--- src/rtl/switch_port.sv ---
// -----------------------------------------------------------------------------
// switch_port
//   Switch-side endpoint for one device port of the 4-port switch.
//
//   Ingress: the device offers {adr, dat} under a valid/ack handshake. Accepted
//   words go into a DEPTH-entry FIFO whose head is presented to the fabric.
//   Egress: the fabric pushes words into a DEPTH-entry FIFO that streams them
//   to the device under a valid/ack handshake.
//
// Ports
//   clk_i, rst_ni              clock (rising edge), async active-low reset
//   dev_valid_i/adr_i/dat_i    device transmit offer (held until acked)
//   dev_ack_o                  registered one-cycle accept pulse to device
//   fab_valid_o/adr_o/dat_o    ingress FIFO head offered to the fabric
//   fab_pop_i                  fabric consumes ingress head
//   eg_push_i/eg_dat_i         fabric writes a word for this device
//   eg_full_o                  egress FIFO full
//   dev_valid_o/dat_o          receive offer to device
//   dev_ack_i                  device receive ack (may be held to stream)
//   ovf_o                      sticky: egress push attempted while full
// -----------------------------------------------------------------------------
module switch_port #(
  parameter int DW    = 4,
  parameter int DEPTH = 4,
  parameter int AW    = 2
) (
  input  logic          clk_i,
  input  logic          rst_ni,
  input  logic          dev_valid_i,
  input  logic [1:0]    dev_adr_i,
  input  logic [DW-1:0] dev_dat_i,
  output logic          dev_ack_o,
  output logic          fab_valid_o,
  output logic [1:0]    fab_adr_o,
  output logic [DW-1:0] fab_dat_o,
  input  logic          fab_pop_i,
  input  logic          eg_push_i,
  input  logic [DW-1:0] eg_dat_i,
  output logic          eg_full_o,
  output logic          dev_valid_o,
  output logic [DW-1:0] dev_dat_o,
  input  logic          dev_ack_i,
  output logic          ovf_o
);

  localparam logic [AW:0] FULL_CNT = (AW+1)'(DEPTH);

  // Pointers are AW bits wide, so the natural overflow wraps modulo DEPTH.
  function automatic logic [AW-1:0] ptr_inc(input logic [AW-1:0] p);
    return p + AW'(1);
  endfunction

  function automatic logic [AW:0] cnt_next(input logic [AW:0] c,
                                           input logic        inc,
                                           input logic        dec);
    logic [AW:0] r;
    r = c;
    if (inc && !dec)      r = c + (AW+1)'(1);
    else if (!inc && dec) r = c - (AW+1)'(1);
    return r;
  endfunction

  // ---------------------------------------------------------------------------
  // Ingress side
  // ---------------------------------------------------------------------------
  logic [DW+1:0] in_mem_q [DEPTH];
  logic [AW-1:0] in_wr_q, in_wr_d;
  logic [AW-1:0] in_rd_q, in_rd_d;
  logic [AW:0]   in_cnt_q, in_cnt_d;
  logic          ack_q, ack_d;
  logic          in_cap, in_pop;

  always_comb begin
    in_cap   = dev_valid_i & ack_q;
    in_pop   = fab_pop_i & (in_cnt_q != '0);
    in_wr_d  = in_cap ? ptr_inc(in_wr_q) : in_wr_q;
    in_rd_d  = in_pop ? ptr_inc(in_rd_q) : in_rd_q;
    in_cnt_d = cnt_next(in_cnt_q, in_cap, in_pop);
    // Fullness is judged on the post-edge count so a capture landing on the
    // same edge is already accounted for; ~ack_q forces a gap between acks.
    ack_d    = dev_valid_i & ~ack_q & (in_cnt_d != FULL_CNT);
  end

  always_ff @(posedge clk_i or negedge rst_ni) begin
    if (!rst_ni) begin
      in_wr_q  <= '0;
      in_rd_q  <= '0;
      in_cnt_q <= '0;
      ack_q    <= 1'b0;
    end else begin
      in_wr_q  <= in_wr_d;
      in_rd_q  <= in_rd_d;
      in_cnt_q <= in_cnt_d;
      ack_q    <= ack_d;
    end
  end

  // Storage carries no reset; only the pointers/counts define what is valid.
  always_ff @(posedge clk_i) begin
    if (in_cap) in_mem_q[in_wr_q] <= {dev_adr_i, dev_dat_i};
  end

  assign dev_ack_o              = ack_q;
  assign fab_valid_o            = (in_cnt_q != '0);
  assign {fab_adr_o, fab_dat_o} = in_mem_q[in_rd_q];

  // ---------------------------------------------------------------------------
  // Egress side
  // ---------------------------------------------------------------------------
  logic [DW-1:0] eg_mem_q [DEPTH];
  logic [AW-1:0] eg_wr_q, eg_wr_d;
  logic [AW-1:0] eg_rd_q, eg_rd_d;
  logic [AW:0]   eg_cnt_q, eg_cnt_d;
  logic          ovf_q, ovf_d;
  logic          eg_full, eg_wr, eg_pop;

  always_comb begin
    // Push is judged against the pre-edge count: a push while full is
    // dropped even if the device pops on the same edge.
    eg_full  = (eg_cnt_q == FULL_CNT);
    eg_wr    = eg_push_i & ~eg_full;
    eg_pop   = dev_ack_i & (eg_cnt_q != '0);
    eg_wr_d  = eg_wr  ? ptr_inc(eg_wr_q) : eg_wr_q;
    eg_rd_d  = eg_pop ? ptr_inc(eg_rd_q) : eg_rd_q;
    eg_cnt_d = cnt_next(eg_cnt_q, eg_wr, eg_pop);
    ovf_d    = ovf_q | (eg_push_i & eg_full);
  end

  always_ff @(posedge clk_i or negedge rst_ni) begin
    if (!rst_ni) begin
      eg_wr_q  <= '0;
      eg_rd_q  <= '0;
      eg_cnt_q <= '0;
      ovf_q    <= 1'b0;
    end else begin
      eg_wr_q  <= eg_wr_d;
      eg_rd_q  <= eg_rd_d;
      eg_cnt_q <= eg_cnt_d;
      ovf_q    <= ovf_d;
    end
  end

  always_ff @(posedge clk_i) begin
    if (eg_wr) eg_mem_q[eg_wr_q] <= eg_dat_i;
  end

  assign eg_full_o   = eg_full;
  assign dev_valid_o = (eg_cnt_q != '0);
  assign dev_dat_o   = eg_mem_q[eg_rd_q];
  assign ovf_o       = ovf_q;

endmodule

--- config.mk ---
export PLATFORM = sky130hd
export DESIGN_NAME = switch_port
export DESIGN_NICKNAME = d
export VERILOG_FILES = /design/src/rtl/switch_port.sv
export SDC_FILE = /design/constraint.sdc
export NUM_CORES = 1
export LEC_CHECK = 0
export CAP_MARGIN = 30
export CORE_ASPECT_RATIO = 1.4
export CORE_MARGIN = 4
export CORE_UTILIZATION = 40
export CTS_CLUSTER_SIZE = 24
export DETAILED_ROUTE_END_ITERATION = 8
export GPL_TIMING_DRIVEN = 0
export PLACE_DENSITY = 0.63
export SETUP_SLACK_MARGIN = 0.3
export SYNTH_ARGS = -nofsm -noshare
export SYNTH_HDL_FRONTEND = slang
export SYNTH_SLANG_ARGS = --single-unit
--- constraint.sdc ---
create_clock -name clk_i -period 2.9 [get_ports clk_i]
set_clock_uncertainty 0.1 [all_clocks]
set_input_delay 0.58 -clock clk_i [delete_from_list [all_inputs] [get_ports clk_i]]
set_output_delay 0.58 -clock clk_i [all_outputs]
set_load 0.005 [all_outputs]
==> run metrics, run 1 <==
routed vias/inst 4.97; H-tree levels 2; most common cell after layout, fill and taps aside edfxtp_1; part of the Yosys area used for sequential elements 0.652; die height 101 um; commonest non-fill, non-tap cells in the layout edfxtp_1, clkdlybuf4s50_1, dfrtp_1; dpl hpwl 3120 um; first-pass GRT wire length 7150 um; ant diodes 0; HP Class reg -> reg; CTS max path bufs 2; Critical Path End Type output port; Synth cell types 36; Startpoint Class register; crit path DAT 1.83 ns; Leakage 1.10 nW; routed len/inst 16.6 um; RSZ-0062 raised after global routing no; Routed WL 4120 um; die area 7470 um2; total negative slack 0 ns; final worst path period need 2.51 ns; Netlist Area Pre-Place 2450 um2; Ys Warns 0; layout cell share with drive strength beyond 1 0.201; Root Buffer Master clkbuf_8; via count 1,237; Final Wtd Congestion 0.781; cells after synthesis 142; PortBufs 29; pre-CTS worst setup slack 0.188 ns; Seq cells post-synth 56; grt ovf 0; fin nets 207; final cell count without fillers 249; worst endpoint required time 2.22 ns; io pins 31; core area 5900 um2; # clock sinks 56; relative slew slack 0.503; Post-CTS Setup Bufs 0; initial core utilization 0.416; initial antenna violation count 0; WHS 0.365 ns; GRT Overall Usage 0.127; worst setup slack after layout 0.394 ns; top_reg_cell synth edfxtp_1; crit path max fanout 7; EDFF count, synth 40; Hold Path Cell Cnt 1; max_cap viols 0; Worst Reg-to-Reg Cells 8; Initial DRT Pass Iterations 4; num rows 33; max-slew violations 0; worst skew pair latency 0.30 ns; Post-Place Cells 241; Setup CP Type reg -> out; VDD IR max 0.000491 V; syn_area_per_cell 17.3 um2; clock transition at the registers of the reported paths 0.10 ns; status finished, final reports clean; final core utilization 0.501; width of the die 74.2 um; largest net degree at the start of global routing 19; Routed Antenna Nets 0; DRC 0; Final setup viols 0; Num CTS Buffers 5; Tcrit/Tclk final 0.864; worst-margin pin slew 0.743 ns; CTS tree done; final hold violation count 0; FMAX 0.399 GHz; vias in the first global route 1,449; post-synthesis async set-or-reset flop share 0.286; synthesized net count 171; starting DRC count in detailed routing 84; Area Growth Syn to Fin 20.4%; P per Cell Area 951 nW/um2
critical path, stage by stage (launching register included):
cell	delay [ns]
dfrtp_1	0.47
inv_1	0.10
ha_1	0.26
nand2b_4	0.09
buf_8	0.12
clkdlybuf4s50_1	0.50
final cells by class:
cell class                      instances  area, um2
Clock inverter                          3       47.5
Sequential cell                        56       1600
Tap cell                               70       87.6
Inverter                                8       30.0
Clock buffer                            5       68.8
Multi-Input combinational cell         72        782
Fill cell                             493       2950
Timing Repair Buffer                   29        290
Buffer                                  6       47.5
logic make-up (layout without fill, tap and decap cells):
logic type | after synthesis | in the layout | share of synthesized area
fa+ha+maj | 13 | 13 | 0.0693
compound gates | 9 | 9 | 0.0336
xor+xnor | 12 | 12 | 0.0428
buf+inv | 14 | 51 | 0.0290
flops | 56 | 56 | 0.652
simple gates | 25 | 25 | 0.0673
mux | 13 | 13 | 0.106
synthesized netlist by cell type (3+ instances only):
master	n	share of area
ha_1	12	0.061
inv_1	8	0.012
buf_2	3	0.0061
and3_1	4	0.010
dfrtp_1	16	0.16
edfxtp_1	40	0.49
nor2_1	3	0.0046
mux2_2	3	0.014
mux4_2	10	0.092
nand3_1	3	0.0061
xnor2_1	10	0.036
and2_1	4	0.010
path summary, 6_finish.rpt:
check                                        start                      end  slack [ns]
hold / removal                     ovf_o$_DFF_PN0_          ovf_o$_DFF_PN0_        0.36
setup / recovery             in_cnt_q[0]$_DFF_PN0_              fab_valid_o        0.39
setup reg to reg           eg_cnt_q[0]$_DFFE_PN0P_  eg_cnt_q[2]$_DFFE_PN0P_        0.52
hold reg to reg                    ovf_o$_DFF_PN0_          ovf_o$_DFF_PN0_        0.36
min in group asynchronous                   rst_ni          ovf_o$_DFF_PN0_        0.61
max in group asynchronous                   rst_ni   in_rd_q[1]$_DFFE_PN0P_        1.62
through the flow:
stage / total power, W / cell area, um2
6_report: 0.00281 / 2960
5_1_grt: 0.00302 / 2960
4_1_cts: 0.00286 / 2950
3_5_place_dp: 0.00234 / 2830
3_3_place_gp: 0.00226 / 2830
2_1_floorplan: 0.00190 / 2450
registers in the layout, indices dropped and copies added, names as in the netlist:
name,flops
in_wr_q,2
in_rd_q,2
ovf_o,1
eg_rd_q,2
eg_wr_q,2
in_mem_q,24
eg_mem_q,16
dev_ack_o,1
eg_cnt_q,3
in_cnt_q,3
power breakdown:
group | switching [W] | internal, W
Combinational | 0.000464 | 0.000644
Clock | 0.000247 | 0.000260
Sequential | 0.000139 | 0.00106
Total | 0.000850 | 0.00196
metal layers:
layer,GRT usage,wire [um],vias to the layer above
met5,0,0,-
met4,0.0411,60,0
met3,0.0259,142,5
met2,0.236,2320,22
met1,0.142,1610,621
li1,-,-,589
repair_timing:
item	CTS	global route
endpoints found under the setup margin	4	10
gates cloned	0	0
pin swaps	0	0
hold buffers	0	0
resized for setup	1	2
Power figures use the tool's default switching activity.
==> run 2, diff against run 1 <==
--- a/config.mk
+++ b/config.mk
@@ -7,7 +7,7 @@
 export LEC_CHECK = 0
 export CAP_MARGIN = 30
 export CORE_ASPECT_RATIO = 1.4
-export CORE_MARGIN = 4
+export CORE_MARGIN = 1.5
 export CORE_UTILIZATION = 40
 export CTS_CLUSTER_SIZE = 24
 export DETAILED_ROUTE_END_ITERATION = 8
==> run 2 against run 1 <==
  * Final area grew 0.55%
  * Wire length down 0.99%
  * First-iteration DRC count decreased by 19%
  * Global-route usage increased by 0.67 points
  * Clock-buffer cell count up 1
  * Clock power increased by 15%
  * Via count is 2.0% higher
  * Critical endpoint is now dev_dat_o[2]
  * Largest cell class unchanged
  * Highest routed layer unchanged
==> run metrics, run 2 (same netlist as run 1, synthesis figures left out) <==
status finished, final reports clean; first-pass GRT wire length 6680 um (-6.6%); dpl hpwl 3070 um (-1.6%); CTS tree done; FMAX 0.400 GHz (+0.31%); GRT Overall Usage 0.134 (+0.00670); routed len/inst 16.4 um (-0.99%); P per Cell Area 971 nW/um2 (+2.0%); core area 5900 um2 (unchanged); Leakage 1.11 nW (+0.64%); relative slew slack 0.491 (-0.0118); crit path max fanout 6 (-1); area of placed instances 2830 um2 (unchanged); crit path DAT 1.82 ns (about the same); final hold violation count 0 (unchanged); largest net degree at the start of global routing 18 (-1); Routed Antenna Nets 0 (unchanged); initial antenna violation count 0 (unchanged); final worst path period need 2.50 ns (-0.00770 ns); fin area 2970 um2 (+0.55%); grt ovf 0 (unchanged); pre-CTS worst setup slack 0.184 ns (-0.00399 ns); worst setup slack after layout 0.401 ns (+0.00770 ns); Num CTS Buffers 5 (unchanged); CTS max path bufs 2 (unchanged); layout cell share with drive strength beyond 1 0.196 (-0.00559); total negative slack 0 ns (unchanged); starting DRC count in detailed routing 68 (-19%); width of the die 69.2 um (-6.7%); most common cell after layout, fill and taps aside edfxtp_1; Final setup viols 0 (unchanged); Routed WL 4080 um (-0.99%); routed vias/inst 5.07 (+2.0%); io pins 31 (unchanged); Initial DRT Pass Iterations 4 (unchanged); worst endpoint required time 2.22 ns (about the same); worst-margin pin slew 0.761 ns (+0.0176 ns); clock group share of total power 0.202 (+0.021); CP Cell Sequence clkbuf_4 -> mux4_2 -> clkdlybuf4s50_1; H-tree levels 2 (unchanged); clock transition at the registers of the reported paths 0.09 ns (about the same); largest registers in_mem_q (24), eg_mem_q (16); Critical-path top delay cell mux4_2; # clock sinks 56 (unchanged); internal power 0.00205 W (+4.4%); initial core utilization 0.416 (unchanged); max_cap viols 0 (unchanged); Post-CTS Setup Bufs 0 (unchanged); Tcrit/Tclk final 0.862 (-0.00265); commonest non-fill, non-tap cells in the layout edfxtp_1, clkdlybuf4s50_1, dfrtp_1; Psw 0.000838 W (-1.4%); max-slew violations 0 (unchanged); Setup CP Type reg -> out; die area 6620 um2 (-11%); Most flops, register in_mem_q; Root Buffer Master clkbuf_8; Max stage delay on crit path 0.51 ns (about the same); max reg flops 24 (unchanged); num rows 33 (unchanged); via count 1,262 (+2.0%); RSZ-0062 raised after global routing no; HP Class reg -> reg; Critical Path End Type output port; Final Wtd Congestion 0.856 (+9.6%); vias in the first global route 1,376 (-5.0%); VDD IR max 0.000309 V (-37%); Area Growth Syn to Fin 21.0%; Startpoint Class register; cts hold-fix bufs 0 (unchanged); Sw Ratio 0.290 (-0.0119); Comb power frac 0.384 (-0.010); fin nets 207 (unchanged); DRC 0 (unchanged); ant diodes 0 (unchanged); PortBufs 29 (unchanged); worst skew pair latency 0.30 ns (about the same); die height 95.7 um (-5.0%); sequential share of power 0.414 (-0.011)
## run 2: cell types whose count changed in the layout (fill, tap and decap cells not counted)
cell | previous run | this run
clkinv_4 | 2 | 0
bufinv_16 | 1 | 2
clkbuf_1 | 0 | 1
## run 2: worst paths after layout
kind | to | depth (start not counted) | from | slack (ns)
min | ovf_o$_DFF_PN0_ | 1 | ovf_o$_DFF_PN0_ | 0.37
max reg2reg | eg_cnt_q[2]$_DFFE_PN0P_ | 8 | eg_cnt_q[0]$_DFFE_PN0P_ | 0.58
max | dev_dat_o[2] | 3 | eg_rd_q[0]$_DFFE_PN0P_ | 0.40
max in group asynchronous | in_rd_q[0]$_DFFE_PN0P_ | 1 | rst_ni | 1.60
min in group asynchronous | ovf_o$_DFF_PN0_ | 1 | rst_ni | 0.61
min reg2reg | ovf_o$_DFF_PN0_ | 1 | ovf_o$_DFF_PN0_ | 0.37
## run 2: timing repair
item,in CTS,in global routing
gates resized for setup,1,2
endpoints found under the setup margin,6,7
cloned,0,0
hold endpoints to repair,0,0
## run 2: cell type report
cell class                      instances  area [um2]
Fill cell                             505        2930
Timing Repair Buffer                   29         290
Inverter                                8        30.0
Clock buffer                            6        72.6
Clock inverter                          2        60.1
Multi-Input combinational cell         72         782
Sequential cell                        56        1600
Buffer                                  6        47.5
Tap cell                               70        87.6
## run 2: metrics by stage
step / util / std cells / power (W) / hold WS (ns)
floorplan: - / 142 / 0.00190 / 0.184
global route: 0.503 / 249 / 0.00306 / 0.404
detailed placement: 0.480 / 241 / 0.00233 / 0.355
CTS: 0.503 / 249 / 0.00293 / 0.378
finish: 0.503 / 249 / 0.00288 / 0.367
global placement: 0.480 / 241 / 0.00225 / 0.338
## run 2: layer usage
layer | up-vias | part of all wire | GRT usage
met4 | 0 | 0.019 | 0.0588
met5 | - | 0 | 0
met2 | 22 | 0.59 | 0.262
met3 | 6 | 0.030 | 0.0262
met1 | 639 | 0.36 | 0.139
li1 | 595 | - | -
## run 2: power by group through the flow
stage	Clock (W)	Sequential (W)	Combinational [W]
2_1_floorplan	0	0.00118	0.000722
3_3_place_gp	0	0.00119	0.00106
3_5_place_dp	0	0.00122	0.00112
4_1_cts	0.000598	0.00120	0.00113
5_1_grt	0.000626	0.00122	0.00121
6_report	0.000584	0.00119	0.00111
## run 2: worst max-delay path: cells and delay by family, from the launching register on
family | cells | cell delay (ns)
multiplexers | 1 | 0.51
buffers and inverters | 2 | 0.66
flip-flops | 1 | 0.34
==> run 3, diff against run 2 <==
--- a/config.mk
+++ b/config.mk
@@ -5,6 +5,7 @@
 export SDC_FILE = /design/constraint.sdc
 export NUM_CORES = 1
 export LEC_CHECK = 0
+export ABC_AREA = 0
 export CAP_MARGIN = 30
 export CORE_ASPECT_RATIO = 1.4
 export CORE_MARGIN = 1.5
==> results of run 3 <==
Final layout, timing and power as in run 2 (identical DEF).
